<file path="src/rtl/rp_gen_calib_pkg.sv">
// Shared constants for the generator calibration path: unity gain, gain scaling
// and pipeline depth.
package rp_gen_calib_pkg;

  localparam logic [15:0] CALIB_UNITY_GAIN = 16'h8000;
  localparam int          CALIB_GAIN_SHIFT = 15;
  localparam int          CALIB_LATENCY    = 3;

endpackage

</file>
<file path="src/rtl/rp_sat.sv">
// Signed saturating narrower: clips an IW-bit value into the OW-bit range and
// flags when clipping happened.
module rp_sat #(
  parameter int IW = 16,
  parameter int OW = 14
) (
  input  logic signed [IW-1:0] din,
  output logic signed [OW-1:0] dout,
  output logic                 sat
);

  localparam logic signed [OW-1:0] MAX_VAL = {1'b0, {(OW-1){1'b1}}};
  localparam logic signed [OW-1:0] MIN_VAL = {1'b1, {(OW-1){1'b0}}};

  logic [IW-OW:0] top_bits;
  assign top_bits = din[IW-1:OW-1];

  // The value fits only if every bit above the output sign bit repeats it.
  always_comb begin
    dout = din[OW-1:0];
    sat  = 1'b0;
    if (top_bits != {(IW-OW+1){din[IW-1]}}) begin
      sat  = 1'b1;
      dout = din[IW-1] ? MIN_VAL : MAX_VAL;
    end
  end

endmodule

</file>
<file path="src/rtl/rp_gen_calib.sv">
// DAC-side calibration: gain then offset, three-stage stall-able pipeline with
// per-sample saturation flag and a sticky saturation counter.
module rp_gen_calib
  import rp_gen_calib_pkg::*;
#(
  parameter int DBITS   = 14,
  parameter int CNTBITS = 16
) (
  input  logic                    dac_clk_i,
  input  logic                    dac_rstn_i,
  input  logic signed [DBITS-1:0] gen_dat_i,
  input  logic                    gen_din_tvalid_i,
  output logic                    gen_din_tready_o,
  output logic signed [DBITS-1:0] gen_dat_o,
  output logic                    gen_dout_tvalid_o,
  input  logic                    gen_dout_tready_i,
  input  logic signed [DBITS-1:0] cfg_calib_offset_i,
  input  logic [15:0]             cfg_calib_gain_i,
  input  logic                    cfg_update_i,
  output logic [CNTBITS-1:0]      sat_cnt_o,
  input  logic                    sat_cnt_clr_i
);

  logic                     en;
  logic [15:0]              gain_q;
  logic signed [DBITS-1:0]  offset_q;
  logic [CALIB_LATENCY-1:0] vld_q;

  logic signed [DBITS+16:0] prod_q;
  logic signed [DBITS+16:0] prod_shifted;
  logic signed [DBITS-1:0]  gain_clip;
  logic                     gain_sat;
  logic signed [DBITS-1:0]  g_q;
  logic                     sat2_q;

  logic signed [DBITS:0]    sum;
  logic signed [DBITS-1:0]  sum_clip;
  logic                     sum_sat;
  logic                     sat3_q;

  assign en                = !gen_dout_tvalid_o || gen_dout_tready_i;
  assign gen_din_tready_o  = en;
  assign gen_dout_tvalid_o = vld_q[CALIB_LATENCY-1];

  // Shadow config loads independently of the data pipeline stalls.
  always_ff @(posedge dac_clk_i or negedge dac_rstn_i) begin
    if (!dac_rstn_i) begin
      gain_q   <= CALIB_UNITY_GAIN;
      offset_q <= '0;
    end else if (cfg_update_i) begin
      gain_q   <= cfg_calib_gain_i;
      offset_q <= cfg_calib_offset_i;
    end
  end

  always_ff @(posedge dac_clk_i or negedge dac_rstn_i) begin
    if (!dac_rstn_i) begin
      vld_q <= '0;
    end else if (en) begin
      vld_q <= {vld_q[CALIB_LATENCY-2:0], gen_din_tvalid_i};
    end
  end

  // Stage 1: bare multiply into a register so it maps onto a DSP block.
  always_ff @(posedge dac_clk_i or negedge dac_rstn_i) begin
    if (!dac_rstn_i) begin
      prod_q <= '0;
    end else if (en) begin
      prod_q <= gen_dat_i * $signed({1'b0, gain_q});
    end
  end

  assign prod_shifted = prod_q >>> CALIB_GAIN_SHIFT;

  rp_sat #(
    .IW (DBITS+17),
    .OW (DBITS)
  ) u_sat_gain (
    .din  (prod_shifted),
    .dout (gain_clip),
    .sat  (gain_sat)
  );

  always_ff @(posedge dac_clk_i or negedge dac_rstn_i) begin
    if (!dac_rstn_i) begin
      g_q    <= '0;
      sat2_q <= 1'b0;
    end else if (en) begin
      g_q    <= gain_clip;
      sat2_q <= gain_sat;
    end
  end

  assign sum = {g_q[DBITS-1], g_q} + {offset_q[DBITS-1], offset_q};

  rp_sat #(
    .IW (DBITS+1),
    .OW (DBITS)
  ) u_sat_offset (
    .din  (sum),
    .dout (sum_clip),
    .sat  (sum_sat)
  );

  // Output data only moves for real samples so it holds across bubbles.
  always_ff @(posedge dac_clk_i or negedge dac_rstn_i) begin
    if (!dac_rstn_i) begin
      gen_dat_o <= '0;
      sat3_q    <= 1'b0;
    end else if (en && vld_q[1]) begin
      gen_dat_o <= sum_clip;
      sat3_q    <= sat2_q | sum_sat;
    end
  end

  always_ff @(posedge dac_clk_i or negedge dac_rstn_i) begin
    if (!dac_rstn_i) begin
      sat_cnt_o <= '0;
    end else if (sat_cnt_clr_i) begin
      sat_cnt_o <= '0;
    end else if (gen_dout_tvalid_o && gen_dout_tready_i && sat3_q &&
                 (sat_cnt_o != {CNTBITS{1'b1}})) begin
      sat_cnt_o <= sat_cnt_o + CNTBITS'(1);
    end
  end

endmodule

</file>
<file path="config.mk">
export PLATFORM = sky130hd
export DESIGN_NAME = rp_gen_calib
export DESIGN_NICKNAME = d
export VERILOG_FILES = /design/src/rtl/rp_gen_calib_pkg.sv /design/src/rtl/rp_sat.sv /design/src/rtl/rp_gen_calib.sv
export SDC_FILE = /design/constraint.sdc
export NUM_CORES = 1
export LEC_CHECK = 0
export ABC_AREA = 1
export CORE_MARGIN = 1
export CORE_UTILIZATION = 50
export CTS_BUF_LIST = sky130_fd_sc_hd__clkbuf_2 sky130_fd_sc_hd__clkbuf_4 sky130_fd_sc_hd__clkbuf_8
export CTS_CLUSTER_SIZE = 14
export DETAILED_ROUTE_END_ITERATION = 16
export PLACE_DENSITY = 0.7
export SYNTH_ARGS = -nofsm -noshare
export SYNTH_HDL_FRONTEND = slang
export SYNTH_SLANG_ARGS = --single-unit
</file>
<file path="constraint.sdc">
create_clock -name dac_clk_i -period 7.1 [get_ports dac_clk_i]
set_input_delay 1.42 -clock dac_clk_i [delete_from_list [all_inputs] [get_ports dac_clk_i]]
set_output_delay 1.42 -clock dac_clk_i [all_outputs]
set_load 0.005 [all_outputs]
</file>
; ---- Word level (Yosys, flattened, before mapping)
; Cells that the tools add are included.
[totals]
reg_bits = 110
input_bits = 50
output_inout_bits = 32
word_cells = 31
[op_classes]
addsub = 2
multipliers = 1
eq_ne = 3
n_mux = 8
n_bitwise = 1
n_reduce_logical = 7
[op_table]
columns = operator, n
row1 = $mux W14, 4
row2 = $mux W16, 2
row3 = $mul A14 B17 Y31, 1
row4 = $add A16 B1 Y16 const B, 1
row5 = $ne A16 B16 Y1 const B, 1
row6 = $add A14 B14 Y15, 1
row7 = $logic_and A1 B1 Y1, 4
row8 = $mux W1, 2
row9 = $ne A2 B2 Y1, 1
row10 = $reduce_bool A2 Y1, 1
row11 = $logic_not A1 Y1, 1
row12 = $logic_or A1 B1 Y1, 1
row13 = $ne A1 B1 Y1, 1
row14 = $or A1 B1 Y1, 1

; ---- Depth between registers and ports, before layout
[depth]
word_depth = 5
depth_mapped = 28

; ---- Cells and area by module
; From an unflattened synthesis, not the netlist that was laid out.
[hier_totals]
hier_cells = 1724
area_unflattened_um2 = 13098.8
[modules_own_cells]
columns = mod, n_inst, cells_each, area_each_um2, seq_area_each_um2
row1 = rp_gen_calib, 1, 1623, 12574.6, 2378.5
row2 = rp_sat (u_sat_gain), 1, 66, 325.3, 0.0
row3 = rp_sat (u_sat_offset), 1, 35, 198.9, 0.0

; ---- Worst setup path after synthesis
; No wires, ideal clock.
[synth_path]
kind = input to register
start = in gen_dat_i[2]
end = reg prod_q[16]
arrival_time_ps = 6280
slack_ps = 702
stages = 24
path_cell_list = clkbuf_1 -> clkbuf_1 -> nand2_1 -> inv_1 -> fa_1 -> inv_1 -> fa_1 -> inv_1 -> fa_1 -> inv_1 -> fa_1 -> inv_1 -> fa_1 -> inv_1 -> fa_1 -> inv_1 -> ha_1 -> a21oi_1 -> o21ai_0 -> a21oi_1 -> nand2_1 -> or2_2 -> nand3_1 -> nand2_1
[synth_via]
elab_chain_cells = 1
[synth_rtl]
columns = item, line_no
row1 = from (decl), rp_gen_calib.sv:11  ; input logic signed [DBITS-1:0] gen_dat_i,
row2 = $mul A14 B17 Y31, rp_gen_calib.sv:69  ; prod_q <= gen_dat_i * $signed({1'b0, gain_q});
row3 = to (signal assigned), rp_gen_calib.sv:69
row4 = to (decl), rp_gen_calib.sv:29  ; logic signed [DBITS+16:0] prod_q;
; No other way between the ends.
; A chain may end at the register's enable or synchronous reset.

; ---- Worst setup path after layout
[layout_path]
start = in gen_dat_i[8]
end = reg prod_q[26]
; Same word-level chain as after synthesis.

==> flow_summary_export.csv <==
group,metric,value,unit
status,status,"finished with violations",
status,failing_checks,"design-rule violations",
floorplan,chipWidth,162,um
worst_setup_path,timing.critical_path.required,7390,ps
worst_setup_path,timing.critical_path.max_delay_family,"adder cells",
cts,cts_sinks,95,
placed_design,placed_area,14000,um^2
logic_synthesis,async_flop_share,1.00,
floorplan,rows,58,
cts,tritoncts,"done",
placed_design,port_buffers,81,
logic_synthesis,synth.yosys.warnings,0,
global_routing,gr-total-overflow,0,
global_routing,pin_count_of_the_biggest_net_entering_global_routing,63,
cts,numCtsBuffers,9,
cells_and_area,leading_cell_type_in_the_layout_fill_and_taps_excluded,"nand2_1",
cts,clock_tree.buffer_depth,2,
worst_setup_path,path_buf_inv,5,
route,dr.pass1.iters,11,
sta,clock-skew-final,34.7,ps
worst_setup_path,critPathArrivalTime,7030,ps
sta,fmax,0.148,GHz
cts,ctsHoldBuffers,0,
cells_and_area,layoutNonFillerInstCount,2053,
cts,cts_resized,0,
cts,worst_skew_pair.late_latency,410,ps
cells_and_area,final_design_area_no_fill,14200,um^2
cells_and_area,post_route_cells_drive_above_1_share,0.0604,
floorplan,core-area,25100,um^2
cts,clk_pin_slew,110,ps
global_routing,grt_first_pass_wirelength,53.6,mm
logic_synthesis,ys_seq_area_frac,0.186,
logic_synthesis,synthFlopType,"dfrtp_1",
logic_synthesis,synth-edff-count,0,
cells_and_area,area_of_the_multi_input_gates,8710,um^2
sta,finalMaxSlewViolations,0,
worst_hold_path,hp-class,"reg2reg",
global_routing,first_global_vias,10859,
worst_setup_path,setup.worst_path.class,"in2reg",
sta,totalNegativeSetupSlack,0,ps
worst_setup_path,sequence_of_cells_on_the_critical_path,"clkdlybuf4s50_1 > nand2_1 > fa_1 > inv_1 > fa_1 > fa_1 > fa_1 > fa_1 > inv_1 > fa_1 > inv_1 > ha_1 > nand2_1 > nor2_1 > inv_1 > nor3_1 > nand3_1 > nand2_1 > nand2_1 > nand3_1 > nand2_1",
logic_synthesis,synth_cells,1653,
placed_design,place.gp.congestion,0.866,
cells_and_area,area_used_by_sequential_logic_in_the_layout,2380,um^2
worst_setup_path,critPathCaptureType,"register",
logic_synthesis,fraction_of_synthesized_cell_area_taken_by_the_top_area_cell_type,0.260,
sta,worst_pin_slew,1040,ps
route,route.vias.total,10491,
floorplan,die_h,162,um
route,vias_per_cell,5.11,
logic_synthesis,synth_top_area_cell,"fa_1",
logic_synthesis,synth.net_count,1993,
logic_synthesis,synthesis.area,12800,um^2
floorplan,die-area,26200,um^2
cells_and_area,final_nets,2058,
route,drt_iter0_drc,710,
cells_and_area,antenna_cells_inserted,0,
sta,final.period_utilization,0.949,
placed_design,place_worst_setup_slack,32.0,ps
route,totalWireLength,30.9,mm
placed_design,hpwlAfterDp,25.3,mm
logic_synthesis,synth-seq-cells,95,
sta,hold_viol_final,0,
logic_synthesis,ys_top_cells_by_area,"fa_1 (26%), dfrtp_1 (18%), nand2_1 (12%)",
cts,cts.root.buffer_cell,"clkbuf_8",
route,drt.antenna.violating_nets,0,
sta,layout_min_cycle_time,6740,ps
global_routing,initial_antenna_violation_count,0,
cells_and_area,fillCellCount,2450,
cts,post_cts.repair.setup_buffers,0,
floorplan,ios,82,
cells_and_area,final_cell_mix,"nand2_1 (423), inv_1 (382), fa_1 (166)",
worst_setup_path,critical_path.slowest_cell,"clkdlybuf4s50_1",
route,remaining_drc_errors,1,
global_routing,grtUsageTotal,0.258,
sta,finalSetupViolations,0,
sta,slew_headroom,0.303,
job,drv.max_cap_violation_count,0,
logic_synthesis,avgSynthCellArea,7.72,um^2
floorplan,start_util,0.508,
cts,cts.htree.levels,3,
placed_design,place_inst,2037,
worst_setup_path,crit_fanout,9,
worst_setup_path,cp_slowest_stage_delay,780,ps
sta,rsz0062_at_grt,"false",
cells_and_area,area_growth_syn_to_layout,11.0,%
worst_setup_path,cp-start-kind,"input port",
route,routedWlPerCell,15.0,um
logic_synthesis,ys_types,42,
sta,layout_setup_ws,359,ps
worst_setup_path,critPathMostFrequentCell,"fa_1",
[flip-flops by register name, indices dropped and copies added, names as in the netlist]
signal     count
gen_dat_o     14
sat3_q         1
g_q           14
prod_q        16
sat2_q         1
offset_q      14
gain_q        16
sat_cnt_o     16
vld_q          3
[per-stage QoR]
step                hold WS (ps)   util
CTS                          494  0.565
detailed placement           469  0.557
global route                 534  0.565
finish                       492  0.565
global placement             467  0.557
floorplan                    449      -
[layer usage]
metal | track usage | wire, um | vias up
li1 | - | - | 5083
met1 | 0.354 | 14000 | 5081
met2 | 0.436 | 14800 | 280
met3 | 0.0299 | 1500 | 47
met4 | 0.0609 | 581 | 0
met5 | 0 | 0 | -
[kinds of logic (layout without fill, tap and decap cells)]
| logic type | count (synthesis) | count (layout) | share of synthesized area |
|---|---|---|---|
| adder cells (fa/ha/maj) | 290 | 290 | 0.382 |
| XOR/XNOR | 16 | 16 | 0.0110 |
| multiplexers | 24 | 24 | 0.0212 |
| buffers and inverters | 442 | 512 | 0.132 |
| AND/OR/NAND/NOR | 641 | 641 | 0.205 |
| AO/OA/AOI/OAI | 145 | 145 | 0.0630 |
| flip-flops | 95 | 95 | 0.186 |
[Yosys cell counts, drive strengths merged (5+ instances only)]
master	count
a21oi	83
buf	6
clkbuf	51
dfrtp	94
fa	166
ha	124
inv	383
mux2	24
nand2	435
nand3	57
nand3b	5
nand4	11
nor2	112
nor3	14
o21a	5
o21ai	47
xnor2	5
xor2	11
[worst paths after layout]
| kind | startpoint | endpoint | slack, ps | cells after the start |
|---|---|---|---|---|
| max in group asynchronous | dac_rstn_i | prod_q[15] | 4910 | 2 |
| setup reg to reg | gain_q[11] | prod_q[26] | 1310 | 20 |
| hold reg to reg | prod_q[15] | prod_q[15] | 490 | 2 |
| hold / removal | prod_q[15] | prod_q[15] | 490 | 2 |
| min in group asynchronous | dac_rstn_i | gain_q[1] | 950 | 1 |
| setup / recovery | gen_dat_i[8] | prod_q[26] | 360 | 21 |
[worst register-to-register path, cell delays in order, from the launching register on]
cell	delay (ps)
dfrtp_1	770
nand2_1	220
fa_1	550
fa_1	520
inv_1	50
fa_1	570
fa_1	440
fa_1	490
inv_1	50
fa_1	480
inv_1	40
ha_1	340
nand2_1	100
nor2_1	260
inv_1	110
nor3_1	260
nand3_1	170
nand2_1	100
nand2_1	50
nand3_1	70
nand2_1	50
[layout make-up]
cell class                      instances  share of cell area
Clock buffer                            9             0.00874
Clock inverter                          7             0.00538
Inverter                              385               0.102
Multi-Input combinational cell       1116               0.614
Sequential cell                        95               0.168
Tap cell                              330              0.0291
Timing Repair Buffer                  111              0.0729
Power is not shown: default switching activity piles up to over one toggle a cycle in this logic, so the estimate is an artifact.
